**config.mk**
```make
export PLATFORM = sky130hd
export DESIGN_NAME = banco_registros_sb
export DESIGN_NICKNAME = d
export VERILOG_FILES = /design/src/rtl/banco_registros_sb.sv
export SDC_FILE = /design/constraint.sdc
export NUM_CORES = 2
export LEC_CHECK = 0
export ABC_AREA = 1
export BUFFER_PORTS_ARGS = -buffer_cell sky130_fd_sc_hd__buf_2
export CAP_MARGIN = 20
export CORE_MARGIN = 1.5
export CORE_UTILIZATION = 30
export CTS_CLUSTER_DIAMETER = 150
export DETAILED_ROUTE_END_ITERATION = 7
export SETUP_SLACK_MARGIN = 0.15
export SLEW_MARGIN = 20
export SYNTH_ARGS = -nofsm -noshare
export SYNTH_HDL_FRONTEND = slang
export SYNTH_SLANG_ARGS = --single-unit
export TNS_END_PERCENT = 10
```
**constraint.sdc**
```tcl
create_clock -name clk -period 33.3 [get_ports clk]
set_input_delay 4.995 -clock clk [delete_from_list [all_inputs] [get_ports clk]]
set_output_delay 4.995 -clock clk [all_outputs]
set_load 0.005 [all_outputs]
```
**src/rtl/banco_registros_sb.sv**
```systemverilog
// Pipeline register file: two combinational read ports, WB and late-load write
// ports, and a per-register busy scoreboard. Optional write-through: RF_BYPASS_EN.
module banco_registros_sb #(
  parameter int unsigned DATA_W = 32,
  parameter int unsigned ADDR_W = 5
) (
  input  logic              clk,
  input  logic              reset,
  input  logic [ADDR_W-1:0] rd_addr_a,
  input  logic [ADDR_W-1:0] rd_addr_b,
  output logic [DATA_W-1:0] rd_data_a,
  output logic [DATA_W-1:0] rd_data_b,
  output logic              rd_busy_a,
  output logic              rd_busy_b,
  output logic              stall,
  input  logic              wb_en,
  input  logic [ADDR_W-1:0] wb_addr,
  input  logic [DATA_W-1:0] wb_data,
  input  logic              ld_en,
  input  logic [ADDR_W-1:0] ld_addr,
  input  logic [DATA_W-1:0] ld_data,
  input  logic              claim_en,
  input  logic [ADDR_W-1:0] claim_addr,
  output logic [ADDR_W:0]   busy_count,
  output logic              wr_conflict
);

  localparam int unsigned NREG = 2 ** ADDR_W;

  logic [DATA_W-1:0] regs_q [NREG];
  logic [NREG-1:0]   busy_q, busy_d;
  logic [ADDR_W:0]   busy_count_q, busy_count_d;
  logic              wr_conflict_q, wr_conflict_d;
  logic              wb_we, ld_we;

  assign wb_we         = wb_en && (wb_addr != '0);
  assign ld_we         = ld_en && (ld_addr != '0);
  assign wr_conflict_d = wb_we && ld_we && (wb_addr == ld_addr);

  // Writes clear busy first, then a same-cycle claim re-marks the register.
  always_comb begin
    busy_d = busy_q;
    if (wb_we)    busy_d[wb_addr]    = 1'b0;
    if (ld_we)    busy_d[ld_addr]    = 1'b0;
    if (claim_en) busy_d[claim_addr] = 1'b1;
    busy_d[0] = 1'b0;
  end

  always_comb begin
    busy_count_d = '0;
    for (int unsigned i = 1; i < NREG; i++)
      busy_count_d = busy_count_d + {{ADDR_W{1'b0}}, busy_d[i]};
  end

  always_ff @(posedge clk or posedge reset) begin
    if (reset) begin
      for (int unsigned i = 0; i < NREG; i++) regs_q[i] <= '0;
      busy_q        <= '0;
      busy_count_q  <= '0;
      wr_conflict_q <= 1'b0;
    end else begin
      if (ld_we && !wr_conflict_d) regs_q[ld_addr] <= ld_data;
      if (wb_we)                   regs_q[wb_addr] <= wb_data;
      busy_q        <= busy_d;
      busy_count_q  <= busy_count_d;
      wr_conflict_q <= wr_conflict_d;
    end
  end

  always_comb begin
    rd_data_a = regs_q[rd_addr_a];
    rd_busy_a = busy_q[rd_addr_a];
`ifdef RF_BYPASS_EN
    if (wb_we && (wb_addr == rd_addr_a)) begin
      rd_data_a = wb_data;
      rd_busy_a = claim_en && (claim_addr == rd_addr_a);
    end else if (ld_we && (ld_addr == rd_addr_a)) begin
      rd_data_a = ld_data;
      rd_busy_a = claim_en && (claim_addr == rd_addr_a);
    end
`endif
    if (rd_addr_a == '0) begin
      rd_data_a = '0;
      rd_busy_a = 1'b0;
    end
  end

  always_comb begin
    rd_data_b = regs_q[rd_addr_b];
    rd_busy_b = busy_q[rd_addr_b];
`ifdef RF_BYPASS_EN
    if (wb_we && (wb_addr == rd_addr_b)) begin
      rd_data_b = wb_data;
      rd_busy_b = claim_en && (claim_addr == rd_addr_b);
    end else if (ld_we && (ld_addr == rd_addr_b)) begin
      rd_data_b = ld_data;
      rd_busy_b = claim_en && (claim_addr == rd_addr_b);
    end
`endif
    if (rd_addr_b == '0) begin
      rd_data_b = '0;
      rd_busy_b = 1'b0;
    end
  end

  assign stall       = rd_busy_a | rd_busy_b;
  assign busy_count  = busy_count_q;
  assign wr_conflict = wr_conflict_q;

endmodule

```
---- After elaboration in Yosys (flattened, before gate mapping) ----
Index checks and enable logic that the tools add are counted.
Widths: inputs -> output; s select.
storage, ports and cells
  register bits ........................... 1062
  bits of input ports ..................... 94
  logic and storage cells ................. 136
cells by class
  add/sub/neg operators ................... 30
  $lt $le $gt $ge ......................... 14
  equality and inequality tests ........... 1
  mux-type cells .......................... 31
  bitwise operators ....................... 10
  reduce and logical (&&, ||, !) cells .... 15
operator list
  cell                number
  $bwmux 1024         2
  $mux 1024           2
  $mux 32             11
  $bmux 32 s5         2
  $demux 32 s5        2
  $add 6x1->6         25
  $and 32x32->32      2
  $not 32->32         2
  $or 32x32->32       1
  $lt 5x6->1 const B  5
  $ge 6x6->1 const B  4
  $not 5->6           4
  $demux 1 s5         3
  $ge 5x1->1 const B  3
  $lt 6x1->1 const B  2
  $bmux 1 s5          2
  $logic_and 1x1->1   10
  $logic_not 5->1     2
  $reduce_bool 5->1   2
  $mux 1              7
  $add 5x1->6         1
  $add 4x1->5         1
  $eq 5x5->1          1
  $add 3x1->4         1
  4 further kinds     4

---- Logic depth before layout (Yosys ltp) ----
  word-level depth ........................ 41
  depth in mapped cells ................... 24
  depth with buffers taken out ............ 23

---- Worst setup path before layout ----
No wires, ideal clock.
  path kind ............................... input -> output
  from .................................... input rd_addr_a[0]
  to ...................................... output rd_data_a[2]
  arrival time ............................ 6.414 ns
  required time ........................... 28.305 ns
  path slack .............................. 21.891 ns
  stages on the path ...................... 12
  path buffers ............................ 4
  path through ............................ buf_2 -> buf_2 -> clkbuf_1 -> clkbuf_1 -> a21oi_1 -> o21ai_0 -> nand3_1 -> nand2_1 -> nand2_1 -> nand3_1 -> nand2_1 -> nor2_1
on the way
  word-level cells in the longest chain between the ends .. 5
ends and longest elaborated chain
  element                                     line  source
  from (decl)                                 9     input logic [ADDR_W-1:0] rd_addr_a,
  $not 5->6 (not written as such)             71    rd_data_a = regs_q[rd_addr_a];
  $bmux 32 s5                                 71
  $mux 32 (not written as such) (2 in a row)  71
  $mux 32 (*)                                 82    if (rd_addr_a == '0) begin
  to (decl)                                   11    output logic [DATA_W-1:0] rd_data_a,
Mark *: on every way between the ends. The rest lies on a longest branch, timed or not. The select of a mux whose other input is x is not followed.

---- Worst setup path after layout ----
  from .................................... input rd_addr_a[1]
  to ...................................... output rd_data_a[23]
The elaborated chain is that of the path after synthesis.

==> impl_metrics.tcl <==
set metrics [dict create \
    status "complete, no violations" \
    synth_nets 12510 \
    grt_util_all_layers 0.3071 \
    critical_path_class "in -> out" \
    whs_ns 0.4035 \
    portBuffers 167 \
    area.sequential_mm2 0.02658 \
    path_cells "buf_8, inv_8, buf_4, buf_4, buf_4, buf_4, a21oi_1, o21ai_0, nand3_1, nand2_1, nand2_1, nand3_1, nand2_1, nor2_1, buf_2" \
    timing.rr.start "busy_q[24]" \
    rrSetupSlack_ns 27.43 \
    critPathMaxFanout 82 \
    tritoncts "built" \
    setup_violations 0 \
    yosysWarnings 0 \
    fp.dieH_um 507.5 \
    yosys-mux-area-fraction 0 \
    dieWidth_um 507.5 \
    postCtsHoldBufs 0 \
    end_kind "output pin" \
    synth_fa_ha_area_frac 0.007178 \
    grt_max_degree 193 \
    drc 0 \
    dp_slack_ns 18.25 \
    reg2regPathDepth 18 \
    cts_sinks 1062 \
    antenna_left 0 \
    synth_seq_cells 1062 \
    antenna_found_initial 54 \
    n_fill_cell 27720 \
    core_area_mm2 0.2535 \
    synth_area_leader_cell "dfrtp_1" \
    synthCells 12390 \
    finalHoldViolCount 0 \
    synth_top_family_by_area "simple AND/OR/NAND/NOR gates" \
    clkTransAtPathRegs_ns 0.06 \
    htree_num_levels 4 \
    synth_xor_area_frac 0.0005735 \
    synth_area_mm2 0.07635 \
    cp.required_ns 28.30 \
    synth_seq_area_share 0.3481 \
    max_slew.worst_pin.slew_ns 1.285 \
    cpMaxStageDelayCell "buf_4" \
    finish.utilization 0.3298 \
    clock_path_buffers 3 \
    synth-compound-area-share 0.1478 \
    hp-class "reg -> reg" \
    fmax_mhz 63.69 \
    numCtsBuffers 131 \
    fin_ws_ns 17.60 \
    area_growth_pct 9.493 \
    finalCritPeriodShare 0.4715 \
    yosysMostFrequentCell "nand2_1" \
    num_vias 87290 \
    yosys-top-cells-count "3,744 x nand2_1, 2,565 x nand3_1, 1,130 x inv_1, 1,090 x o21ai_0, 1,062 x dfrtp_1" \
    r2r-end "busy_count[4]" \
    ioPinCount 168 \
    grt_overflow 0 \
    drtIter0Drc 13820 \
    slew_violations 0 \
    insertion_delay_ns 0.83 \
    cts_root_buffer "clkbuf_16" \
    cellLeakagePower_uw 0.04209 \
    startpoint_type "input port" \
    synth-simple-area-share 0.3765 \
    hold_depth 0 \
    vias_per_cell 5.722 \
    post_cts.repair.setup_buffers 0 \
    finalSetupTns_ns 0 \
    start_util 0.3012 \
    grt_pass1_vias 77380 \
    rsz0062_at_grt "no" \
    synth_flop_cell "dfrtp_1" \
    synth_edf_count 0 \
    synth_area_leaders "dfrtp_1 35%, nand2_1 18%, nand3_1 17%" \
    slew_headroom 0.1432 \
    syn_area_per_cell_um2 6.163 \
    multi_input_comb_area_mm2 0.04101 \
    wl_um 407400 \
    holdPathEnd "regs_q[1017]" \
    cpPeakStageDelay_ns 0.82 \
    first_pass_iters 7 \
    async_flop_share 1.000 \
    cp.arrival_ns 10.71 \
    p_per_area_mw_per_mm2 62.34 \
    hpwl_um 237700 \
    gp_congestion 1.097 \
    crit_buf_inv 7 \
    rows 185 \
    post_cts_resized 0 \
    clock-skew-final_ns 0.02288 \
    hp-start "regs_q[1017]" \
    peakVddDrop_mv 0.1675 \
    synthDistinctLibCells 31 \
    grt_pass1_wl_um 580500 \
    drive_above_1_share 0.06169 \
    cp_top_family "buffers and inverters" \
    drv_cap 0 \
    fin_nets 11880 \
    period_needed_ns 15.70 \
    netlist.area_leader.share 0.3481 \
    crit_top_cell "buf_4" \
    post_drt_wl_per_cell_um 26.71 \
    dieArea_mm2 0.2575 \
]
==> worst register-to-register path: cells and delay by family (launching register included) <==
family                     cells  cell delay, ns
and+or+nand+nor                3            0.27
DFF                            1            0.41
adders and majority gates      8            4.26
buffers and inverters          4            0.30
AOI/OAI and AO/OA              2            0.27
xor gates and xnor gates       1            0.24
==> final cells by class <==
| class | count | share of cell area |
|---|---|---|
| diodes | 40 | 0.001197 |
| clock buffers | 189 | 0.04530 |
| clock inverters | 36 | 0.005747 |
| inverters | 1161 | 0.05265 |
| multi-input cells | 8974 | 0.4906 |
| flip-flops and latches | 1062 | 0.3179 |
| well taps | 3366 | 0.05038 |
| repair buffers | 427 | 0.03625 |
==> kinds of logic (layout without fill, tap and decap cells) <==
kind of cell	count (synthesis)	after routing
compound gates	2188	2188
other cells	0	40
flops	1062	1062
fa+ha+maj	30	30
buf+inv	2353	1813
simple gates	6751	6751
xor+xnor	5	5
==> through the flow <==
step / power (uW) / area [um2] / instances
2_1_floorplan: 3012 / 76360 / 12390
3_3_place_gp: 3628 / 79190 / 14990
3_5_place_dp: 3647 / 79190 / 14990
4_1_cts: 5137 / 83460 / 15210
5_1_grt: 5476 / 83560 / 15240
6_report: 5212 / 83600 / 15260
==> report_power, final <==
group	total (uW)	switching [uW]	internal, uW
clock	1500	645	860
combinational	1850	1260	595
sequential	1850	220	1630
total	5210	2120	3090
==> sequential cells by signal (all words and copies together), names as in the netlist <==
signal / count
busy_count: 6
busy_q: 31
regs_q: 1024
wr_conflict: 1
==> layer usage <==
layer | part of all wire | vias up | GRT usage
li1 | - | 38840 | -
met1 | 0.37 | 40640 | 0.3841
met2 | 0.40 | 6443 | 0.4232
met3 | 0.14 | 1331 | 0.1052
met4 | 0.093 | 36 | 0.2531
met5 | 0.00070 | - | 0.002407
==> cells in the final DEF (no fill, tap or decap), drive strengths merged <==
master    Yosys  layout
nand2      3747    3747
nand3      2565    2565
inv        1148    1156
o21ai      1117    1117
dfrtp      1062    1062
a21oi       929     929
buf         345     427
nor2        370     370
clkbuf      847     189
o211ai      120     120
nor3         59      59
diode         0      40
clkinv       13      31
fa           23      23
o22ai        20      20
bufinv        0       9
ha            7       7
nand3b        6       6
nand4         4       4
xnor2         3       3
xor2          2       2
a31oi         1       1
o21a          1       1
clkinvlp      0       1
==> worst max-delay path by stage <==
stage	startpoint	endpoint	slack [ns]	cells after the start
6_report	rd_addr_a[1]	rd_data_a[23]	17.60	15
5_1_grt	rd_addr_a[1]	rd_data_a[23]	17.82	15
4_1_cts	rd_addr_a[1]	rd_data_a[25]	18.26	15
3_5_place_dp	rd_addr_a[1]	rd_data_a[25]	18.25	15
3_3_place_gp	rd_addr_a[1]	rd_data_a[25]	18.26	15
2_1_floorplan	reset	busy_count[0]	13.66	1
(Power assumes the default switching activity.)
